File: config.mk
export PLATFORM = sky130hd
export DESIGN_NAME = jk_bank_scheduler_flat
export DESIGN_NICKNAME = d
export VERILOG_FILES = /design/src/rtl/jk_bank_scheduler_pkg.sv /design/src/rtl/jk_bank_scheduler_if.sv /design/src/rtl/jk_bank_scheduler_cell.sv /design/src/rtl/jk_bank_scheduler.sv /design/src/flat_wrapper.sv
export SDC_FILE = /design/constraint.sdc
export NUM_CORES = 1
export LEC_CHECK = 0
export CAP_MARGIN = 30
export CORE_MARGIN = 4
export CORE_UTILIZATION = 34
export CTS_CLUSTER_DIAMETER = 100
export DETAILED_ROUTE_END_ITERATION = 16
export PLACE_DENSITY = 0.63
export SLEW_MARGIN = 20
export SYNTH_ARGS = -nofsm -noshare
export SYNTH_HDL_FRONTEND = slang
export SYNTH_SLANG_ARGS = --single-unit
File: constraint.sdc
create_clock -name clk -period 6.92 [get_ports clk]
set_input_delay 1.384 -clock clk [delete_from_list [all_inputs] [get_ports clk]]
set_output_delay 1.384 -clock clk [all_outputs]
set_load 0.01 [all_outputs]
File: src/rtl/jk_bank_scheduler_pkg.sv
// Shared command encodings and the round-robin pick helper for the JK bank scheduler.
// The helper is combinational; it takes no part in backpressure.
package jk_sched_pkg;
   localparam logic [1:0] CMD_HOLD = 2'b00;
   localparam logic [1:0] CMD_CLR  = 2'b01;
   localparam logic [1:0] CMD_SET  = 2'b10;
   localparam logic [1:0] CMD_TGL  = 2'b11;

   localparam int MAXREQ = 32;

   // Returns the first set bit of req_mask at or after ptr (wrapping mod n), or -1.
   function automatic int rr_pick(input logic [MAXREQ-1:0] req_mask, input int n, input int ptr);
      int w;
      int i;
      w = -1;
      for (int s = 0; s < MAXREQ; s++) begin
         i = ptr + s;
         if (i >= n) i = i - n;
         if (s < n && w < 0 && req_mask[i]) w = i;
      end
      return w;
   endfunction
endpackage

File: src/rtl/jk_bank_scheduler_if.sv
// Requester/bank handshake bundle: level requests in, one-hot grant and done report out.
// Requesters hold req until they see their gnt bit; there is no other backpressure.
interface jk_bank_scheduler_if #(
   parameter int NREQ  = 4,
   parameter int WIDTH = 8
);
   localparam int IDXW = $clog2(WIDTH);
   localparam int IDW  = $clog2(NREQ);

   logic [NREQ-1:0]      req;
   logic [2*NREQ-1:0]    cmd;
   logic [IDXW*NREQ-1:0] idx;
   logic [NREQ-1:0]      gnt;
   logic                 done;
   logic [IDW-1:0]       done_id;
   logic                 done_q;
   logic                 done_err;
   logic [WIDTH-1:0]     q;
   logic                 busy;

   modport master (output req, cmd, idx,
                   input  gnt, done, done_id, done_q, done_err, q, busy);
   modport slave  (input  req, cmd, idx,
                   output gnt, done, done_id, done_q, done_err, q, busy);
endinterface

File: src/rtl/jk_bank_scheduler_cell.sv
// One JK flip-flop cell of the shared bank, cleared by the async reset.
// Next state appears one edge after J/K; no backpressure.
module jk_cell (
   input  logic clk,
   input  logic rst,
   input  logic J,
   input  logic K,
   output logic Q
);
   always_ff @(posedge clk or negedge rst) begin
      if (!rst) begin
         Q <= 1'b0;
      end else begin
         case ({J, K})
            2'b01:   Q <= 1'b0;
            2'b10:   Q <= 1'b1;
            2'b11:   Q <= ~Q;
            default: Q <= Q;
         endcase
      end
   end
endmodule

File: src/rtl/jk_bank_scheduler.sv
// Round-robin shares a JK bank between requesters; gnt one edge after req, q/done one edge later.
// One command per cycle; the grant holder is masked for a cycle so it cannot be double-granted.
module jk_bank_scheduler
   import jk_sched_pkg::*;
#(
   parameter int NREQ  = 4,
   parameter int WIDTH = 8
) (
   input  logic               clk,
   input  logic               rst,
   jk_bank_scheduler_if.slave bus
);
   localparam int IDXW = $clog2(WIDTH);
   localparam int IDW  = $clog2(NREQ);
   localparam logic [IDXW:0] WLIM = (IDXW+1)'(WIDTH);

   logic [NREQ-1:0]  gnt_r;
   logic [NREQ-1:0]  elig;
   logic [IDW-1:0]   ptr;
   logic [IDW-1:0]   win;
   logic             found;
   int               pick;

   logic             a_vld;
   logic [1:0]       a_cmd;
   logic [IDXW-1:0]  a_idx;
   logic [IDW-1:0]   a_id;

   logic [WIDTH-1:0] sel;
   logic [WIDTH-1:0] j;
   logic [WIDTH-1:0] k;
   logic [WIDTH-1:0] q;
   logic             a_err;
   logic             cur_bit;
   logic             nxt_bit;

   logic             done_r;
   logic [IDW-1:0]   done_id_r;
   logic             done_q_r;
   logic             done_err_r;

   always_comb begin
      elig  = bus.req & ~gnt_r;
      pick  = rr_pick(MAXREQ'(elig), NREQ, int'(ptr));
      found = (pick >= 0);
      win   = IDW'(pick);
   end

   always_ff @(posedge clk or negedge rst) begin
      if (!rst) begin
         gnt_r <= '0;
         ptr   <= '0;
         a_vld <= 1'b0;
         a_cmd <= CMD_HOLD;
         a_idx <= '0;
         a_id  <= '0;
      end else begin
         a_vld <= found;
         gnt_r <= found ? (NREQ'(1) << win) : '0;
         if (found) begin
            a_cmd <= bus.cmd[2*int'(win) +: 2];
            a_idx <= bus.idx[IDXW*int'(win) +: IDXW];
            a_id  <= win;
            ptr   <= (win == IDW'(NREQ-1)) ? '0 : win + IDW'(1);
         end
      end
   end

   // An out-of-range index decodes to no cell, so the bank is left untouched.
   always_comb begin
      sel = '0;
      for (int c = 0; c < WIDTH; c++) sel[c] = a_vld && (a_idx == IDXW'(c));
      a_err   = a_vld && ({1'b0, a_idx} >= WLIM);
      j       = sel & {WIDTH{a_cmd[1]}};
      k       = sel & {WIDTH{a_cmd[0]}};
      cur_bit = |(q & sel);
      case (a_cmd)
         CMD_CLR: nxt_bit = 1'b0;
         CMD_SET: nxt_bit = 1'b1;
         CMD_TGL: nxt_bit = ~cur_bit;
         default: nxt_bit = cur_bit;
      endcase
   end

   for (genvar c = 0; c < WIDTH; c++) begin : g_cell
      jk_cell u_cell (.clk(clk), .rst(rst), .J(j[c]), .K(k[c]), .Q(q[c]));
   end

   always_ff @(posedge clk or negedge rst) begin
      if (!rst) begin
         done_r     <= 1'b0;
         done_id_r  <= '0;
         done_q_r   <= 1'b0;
         done_err_r <= 1'b0;
      end else begin
         done_r     <= a_vld;
         done_id_r  <= a_id;
         done_q_r   <= a_vld && !a_err && nxt_bit;
         done_err_r <= a_err;
      end
   end

   assign bus.gnt      = gnt_r;
   assign bus.done     = done_r;
   assign bus.done_id  = done_id_r;
   assign bus.done_q   = done_q_r;
   assign bus.done_err = done_err_r;
   assign bus.q        = q;
   assign bus.busy     = a_vld | done_r;
endmodule

File: src/flat_wrapper.sv
// flat-port wrapper written by rule: the top's interface ports become plain ports
module jk_bank_scheduler_flat import jk_sched_pkg::*;
#(
   parameter int NREQ  = 4,
   parameter int WIDTH = 8
)
  (clk, rst, bus_req, bus_cmd, bus_idx, bus_gnt, bus_done, bus_done_id, bus_done_q, bus_done_err, bus_q, bus_busy);
  jk_bank_scheduler_if #(.NREQ(NREQ), .WIDTH(WIDTH)) bus_i ();
  input  logic clk;
  input  logic rst;
  input wire logic [$bits(bus_i.req)-1:0] bus_req;
  input wire logic [$bits(bus_i.cmd)-1:0] bus_cmd;
  input wire logic [$bits(bus_i.idx)-1:0] bus_idx;
  output wire logic [$bits(bus_i.gnt)-1:0] bus_gnt;
  output wire logic [$bits(bus_i.done)-1:0] bus_done;
  output wire logic [$bits(bus_i.done_id)-1:0] bus_done_id;
  output wire logic [$bits(bus_i.done_q)-1:0] bus_done_q;
  output wire logic [$bits(bus_i.done_err)-1:0] bus_done_err;
  output wire logic [$bits(bus_i.q)-1:0] bus_q;
  output wire logic [$bits(bus_i.busy)-1:0] bus_busy;
  assign bus_i.req = bus_req;
  assign bus_i.cmd = bus_cmd;
  assign bus_i.idx = bus_idx;
  assign bus_gnt = bus_i.gnt;
  assign bus_done = bus_i.done;
  assign bus_done_id = bus_i.done_id;
  assign bus_done_q = bus_i.done_q;
  assign bus_done_err = bus_i.done_err;
  assign bus_q = bus_i.q;
  assign bus_busy = bus_i.busy;
  jk_bank_scheduler #(.NREQ(NREQ), .WIDTH(WIDTH)) u_core (.clk(clk), .rst(rst), .bus(bus_i));
endmodule
==> results of run 1 <==
## layout make-up
class / instances / area, µm² / share of cell area (%)
inverters: 6 / 22.52 / 0.9874
well taps: 70 / 87.58 / 3.840
repair buffers: 44 / 435.4 / 19.09
flip-flops and latches: 26 / 650.6 / 28.52
clock buffers: 3 / 41.29 / 1.810
multi-input cells: 137 / 1013 / 44.43
clock inverters: 1 / 30.03 / 1.317
## state kept, by name, indices dropped and copies added (netlist names)
signal and flops:
u_core.a_cmd 2, u_core.a_id 2, u_core.a_idx 3, u_core.a_vld 1, u_core.bus.done 1, u_core.bus.done_id 2, u_core.bus.done_q 1, u_core.bus.gnt 4
u_core.g_cell.u_cell.Q 8, u_core.ptr 2
## synth_stat cells (2+ instances only)
library cell   n  area share (%)
inv_1          5             1.1
nor2b_1       12             4.2
dfrtp_1       26              37
buf_2          2            0.56
a21oi_1       11             3.1
clkbuf_1       3            0.63
a31oi_1       12             4.2
o22ai_1        3             1.1
nor2_1         7             1.5
o21ai_0        9             2.5
o21a_1         2            0.85
or2_2          3             1.1
nand2b_1       6             2.1
nand3b_1       2            0.85
mux2i_1        7             3.9
nor3_1         2            0.56
buf_4          9             3.8
o221ai_1      10             4.9
mux2_2         2             1.3
a41oi_1        4             2.0
or3_1          6             2.1
mux4_2         4             5.1
nand2_1       10             2.1
ha_1           7             4.9
## power by group through the flow
stage	Combinational, W	Clock [W]	Sequential (W)
after global routing	0.000871	0.000133	0.000349
final	0.000777	0.000123	0.000334
after global placement	0.000776	0	0.000335
after CTS	0.000781	0.000127	0.000334
after floorplan	0.000598	0	0.000302
after detailed placement	0.000773	0	0.000338
## per-layer routing
layer	up-vias	GRT usage (%)
li1	755	-
met1	764	20.15
met2	70	22.27
met3	4	2.915
met4	0	1.858
met5	-	0
## per-stage QoR
step | hold slack [ns] | utilization, % | total power (W) | setup slack, ns
global placement | 0.3644 | 43.54 | 0.001111 | 2.748
global route | 0.3939 | 44.95 | 0.001354 | 2.860
CTS | 0.3889 | 44.95 | 0.001242 | 2.970
floorplan | 0.3543 | - | 0.0008993 | 3.376
finish | 0.3872 | 44.95 | 0.001234 | 2.971
detailed placement | 0.3678 | 43.54 | 0.001111 | 2.688
## cell families after synthesis
logic type / after synthesis
compound gates: 60
simple gates: 56
flops: 26
buf+inv: 20
mux: 13
fa+ha+maj: 7
other cells: 1
## worst min-delay path by stage
stage / slack (ns) / from / to
after global routing: 0.39 / u_core.a_id[0] / u_core.bus.done_id[0]
after detailed placement: 0.37 / u_core.a_id[0] / u_core.bus.done_id[0]
final: 0.39 / u_core.a_id[0] / u_core.bus.done_id[0]
after floorplan: 0.35 / u_core.a_id[0] / u_core.bus.done_id[0]
after CTS: 0.39 / u_core.a_id[0] / u_core.bus.done_id[0]
after global placement: 0.36 / u_core.a_id[0] / u_core.bus.done_id[0]
==> impl_metrics.py, run 1 <==
metrics = {
    "cells_and_area": {
        "num-fill-cells": 498,
        "syn2layout_area_growth_pct": 28.47,
        "postLayoutCellArea_um2": 2281,
        "layout_commonest_cell": "clkdlybuf4s50_1",
        "layout.cells.non_filler": 287,
        "drive_gt1_share_pct": 8.756,
        "finish.net_count": 251,
        "diodes": 0,
        "final_cell_mix": "clkdlybuf4s50_1, dfrtp_1, nor2b_1, a31oi_1, a21oi_1",
    },
    "power_and_ir_drop": {
        "vdd_ir_drop_max_mv": 0.1911,
        "netSwitchingPower_w": 0.0005435,
        "power.share.sequential_pct": 27.0,
        "p_clk_share_pct": 10.0,
        "leakage_nw": 0.9091,
        "pwr-share-comb_pct": 63.0,
        "p_sw_share_pct": 44.04,
        "power_density_nw_per_um2": 541.1,
        "p_int_w": 0.0006906,
    },
    "yosys": {
        "synthSimpleGateAreaFrac_pct": 18.11,
        "syn_area_um2": 1775,
        "synthCells": 183,
        "synth_xor_area_share_pct": 0,
        "synth_seq_cells": 26,
        "synth_edf_count": 0,
        "synth_compound_area_share_pct": 23.54,
        "yosysSeqAreaShare_pct": 36.65,
        "synth.distinct_cells": 43,
        "synthArstFlopShare_pct": 100.0,
        "synthMuxAreaShare_pct": 10.29,
        "synth_fp_nets": 216,
        "syn_area_per_cell_um2": 9.702,
        "yosys_warnings": 0,
        "ys.flop_type": "dfrtp_1",
        "synth_top_family_by_area": "compound AO/OA/AOI/OAI gates",
        "synthAdderAreaFrac_pct": 4.933,
    },
    "sta": {
        "drv_slew": 0,
        "setup_violations": 0,
        "fin_tns_setup_ns": 0,
        "hold_viol_final": 0,
        "fin_worst_skew_ns": 0.002077,
        "tightest_slew_ns": 0.6587,
        "rsz0062_at_grt": "false",
        "fin_crit_ns": 3.949,
        "slew_headroom_pct": 55.51,
        "post-route-period-util_pct": 57.06,
        "fmax_ghz": 0.2532,
    },
    "critical_path": {
        "crit_arrival_ns": 4.11,
        "r2r_end": "u_core.ptr[1]",
        "cp_max_fo": 9,
        "crit_path_end": "u_core.ptr[1]",
        "slowest_stage": "mux4_2",
        "startpoint": "bus_req[3]",
        "cp_cell_sequence": "clkdlybuf4s50_1 -> nor2b_1 -> mux4_2 -> or4_1 -> o211ai_2 -> o21bai_2 -> ha_1 -> mux2_2",
        "path_buf_inv": 1,
        "cpPeakStageDelay_ns": 0.51,
        "critPathKind": "in2reg",
        "r2r_start": "u_core.ptr[0]",
        "path_delay_family": "multiplexers",
        "worst_setup_path_start_kind": "input pin",
        "ff2ff_path_depth": 9,
        "cp-end-kind": "flop",
        "reg2reg_slack_ns": 3.52,
        "cp.depth": 8,
        "critPathRequiredTime_ns": 7.08,
    },
    "run_status": {
        "status": "complete, no violations",
    },
    "cts": {
        "clk_pin_slew_ns": 0.09,
        "postCtsHoldBufs": 0,
        "cts_root_buf": "clkbuf_8",
        "post_cts_resized": 0,
        "clock_latency_ns": 0.27,
        "cts_sinks": 26,
        "cts_made_buffers": 3,
        "cts_tree": "yes",
        "post_cts_buffers": 0,
        "clockBufferDepth": 2,
        "ctsHtreeMaxLevel": 1,
    },
    "floorplan": {
        "core_area_um2": 5075,
        "start_util_pct": 34.99,
        "die_y_um": 80.26,
        "die_x_um": 80.26,
        "die_area_um2": 6442,
        "num_rows": 26,
        "io_pins": 44,
    },
    "routing": {
        "routed_via_density": 5.551,
        "top_layer": "met4",
        "ant_nets": 0,
        "dr_wl_met3_um": 308,
        "drtIter0Drc": 92,
        "drt_first_pass_iters": 4,
        "drc": 0,
        "wl_per_cell_um": 15.28,
        "drt-total-wl_mm": 4.385,
        "wl_met1_mm": 2.007,
        "wl_met2_mm": 2.024,
        "vias": 1593,
    },
    "place": {
        "dp_cells": 283,
        "place_area_um2": 2210,
        "place_congestion": 0.8734,
        "dp_hpwl_mm": 3.367,
        "port_buffers": 42,
    },
    "hold_path": {
        "min_path_cells": 0,
        "hold_class": "reg2reg",
    },
    "global_route": {
        "grt_overflow_total": 0,
        "grt_use_total_pct": 14.05,
        "grt_max_degree": 27,
        "grt_pass1_wl_mm": 7.258,
        "grt_pass1_vias": 1519,
        "antenna_found_initial": 0,
    },
    "job": {
        "max_cap_viol_count": 0,
    },
}
Note: power is estimated with default switching activity, not from simulation.
==> run 2, diff against run 1 <==
==> constraint.sdc (replaced) <==
create_clock -name clk -period 3.7 [get_ports clk]
set_input_delay 0.74 -clock clk [delete_from_list [all_inputs] [get_ports clk]]
set_output_delay 0.74 -clock clk [all_outputs]
set_load 0.01 [all_outputs]
==> run 2 against run 1 <==
  * Setup slack lost 2.4 ns
  * Global-route usage grew 0.86 points
  * Sequential share of layout area is 0.46 points lower
  * Register-to-register slack lost 2.8 ns
  * Non-clock buffer count up 5
  * Clock skew increased by 0.0024 ns
  * Via count rose by 1.8%
  * First-iteration DRC count is 13% lower
  * Clock power rose by 89%
  * Critical endpoint unchanged
  * Largest cell class unchanged
  * Largest power group unchanged
  * Highest routed layer unchanged
==> impl_metrics.py, run 2 (synthesis results as in run 1) <==
metrics = {
    "critical_path": {
        "critPathKind": "in2reg",
        "worst_setup_path_start_kind": "input pin",
        "cp-end-kind": "flop",
        "cp_max_fo": 9,
        "reg2reg_slack_ns": 0.76,
        "critPathRequiredTime_ns": 3.86,
        "crit_arrival_ns": 3.33,
    },
    "sta": {
        "fmax_ghz": 0.3160,
        "setup_violations": 0,
        "tightest_slew_ns": 0.8230,
        "whs_ns": 0.3875,
        "rsz0062_at_grt": "false",
        "slew_headroom_pct": 44.42,
        "post-route-period-util_pct": 85.52,
        "fin_tns_setup_ns": 0,
        "fin_crit_ns": 3.164,
        "fin_worst_skew_ns": 0.004446,
        "drv_slew": 0,
        "hold_viol_final": 0,
    },
    "cells_and_area": {
        "num-fill-cells": 516,
        "top_register": "u_core.g_cell.u_cell.Q",
        "largest_reg_flops": 8,
        "drive_gt1_share_pct": 10.81,
        "final_cell_mix": "clkdlybuf4s50_1, dfrtp_1, nor2b_1, a31oi_1, a21oi_1",
        "layout_commonest_cell": "clkdlybuf4s50_1",
        "finish.net_count": 256,
        "syn2layout_area_growth_pct": 30.58,
        "utilization_pct": 45.69,
        "layout.cells.non_filler": 292,
        "diodes": 0,
    },
    "cts": {
        "post_cts_resized": 0,
        "clock_latency_ns": 0.27,
        "cts_root_buf": "clkbuf_8",
        "ctsHtreeMaxLevel": 1,
        "clk_pin_slew_ns": 0.09,
        "cts_sinks": 26,
        "cts_made_buffers": 3,
        "postCtsHoldBufs": 0,
        "cts_tree": "yes",
        "post_cts_buffers": 0,
        "clockBufferDepth": 2,
    },
    "floorplan": {
        "core_area_um2": 5075,
        "die_y_um": 80.26,
        "die_area_um2": 6442,
        "num_rows": 26,
        "die_x_um": 80.26,
        "start_util_pct": 34.99,
        "io_pins": 44,
    },
    "global_route": {
        "grt_use_total_pct": 14.91,
        "grt_max_degree": 27,
        "grt_overflow_total": 0,
        "antenna_found_initial": 0,
        "grt_pass1_vias": 1524,
        "grt_pass1_wl_mm": 7.672,
    },
    "routing": {
        "drt-total-wl_mm": 4.566,
        "drt_first_pass_iters": 4,
        "wl_per_cell_um": 15.64,
        "ant_nets": 0,
        "routed_via_density": 5.555,
        "vias": 1622,
        "drc": 0,
        "drtIter0Drc": 80,
    },
    "power_and_ir_drop": {
        "power_density_nw_per_um2": 1035,
        "vdd_ir_drop_max_mv": 0.3285,
        "leakage_nw": 0.9329,
    },
    "place": {
        "place_congestion": 0.9092,
        "dp_hpwl_mm": 3.495,
        "port_buffers": 42,
        "dp_cells": 288,
    },
    "job": {
        "max_cap_viol_count": 0,
    },
    "hold_path": {
        "hold_class": "reg2reg",
    },
    "run_status": {
        "status": "complete, no violations",
    },
}
[run 2: layout make-up]
cell class	instances	area [µm²]	share of cell area, %
repair buffers	49	473.0	20.40
clock buffers	3	41.29	1.781
clock inverters	1	30.03	1.295
well taps	70	87.58	3.778
multi-input cells	137	1013	43.71
inverters	6	22.52	0.9714
flip-flops and latches	26	650.6	28.06
[run 2: stage by stage]
| step | instance area [µm²] | worst slack [ns] | power (W) |
|---|---|---|---|
| after global routing | 2318 | 0.4730 | 0.002636 |
| after CTS | 2318 | 0.5390 | 0.002418 |
| after global placement | 2247 | 0.3047 | 0.002163 |
| after detailed placement | 2247 | 0.2387 | 0.002171 |
| after floorplan | 1775 | 0.6645 | 0.001682 |
| final | 2318 | 0.5358 | 0.002399 |
[run 2: where the power goes]
part,switching (W),internal (W),leakage (nW),total [W]
clock,0.0000887,0.000145,0.0357,0.000233
combinational,0.000812,0.000767,0.594,0.00158
sequential,0.000149,0.000438,0.304,0.000587
[run 2: final timing paths]
kind,endpoint,from,cells after the start
worst max-delay path,u_core.ptr[1],bus_req[3],8
min in group asynchronous,u_core.g_cell[4].u_cell.Q,rst,2
worst max register to register,u_core.ptr[1],u_core.ptr[0],9
max in group asynchronous,u_core.g_cell[5].u_cell.Q,rst,2
worst min register to register,u_core.bus.done_id[0],u_core.a_id[0],0
worst min-delay path,u_core.bus.done_id[0],u_core.a_id[0],0
[run 2: critical path, cell delays in order]
cell             delay (ns)
clkdlybuf4s50_1        0.46
nor2b_1                0.19
mux4_2                 0.51
or4_1                  0.43
o211ai_2               0.16
o21bai_2               0.26
ha_1                   0.32
mux2_2                 0.25
[run 2: per-layer routing]
| layer | track usage [%] | wire (µm) |
|---|---|---|
| met1 | 21.09 | 2053 |
| met2 | 23.43 | 2137 |
| met3 | 3.475 | 329 |
| met4 | 2.534 | 45 |
| met5 | 0 | 0 |
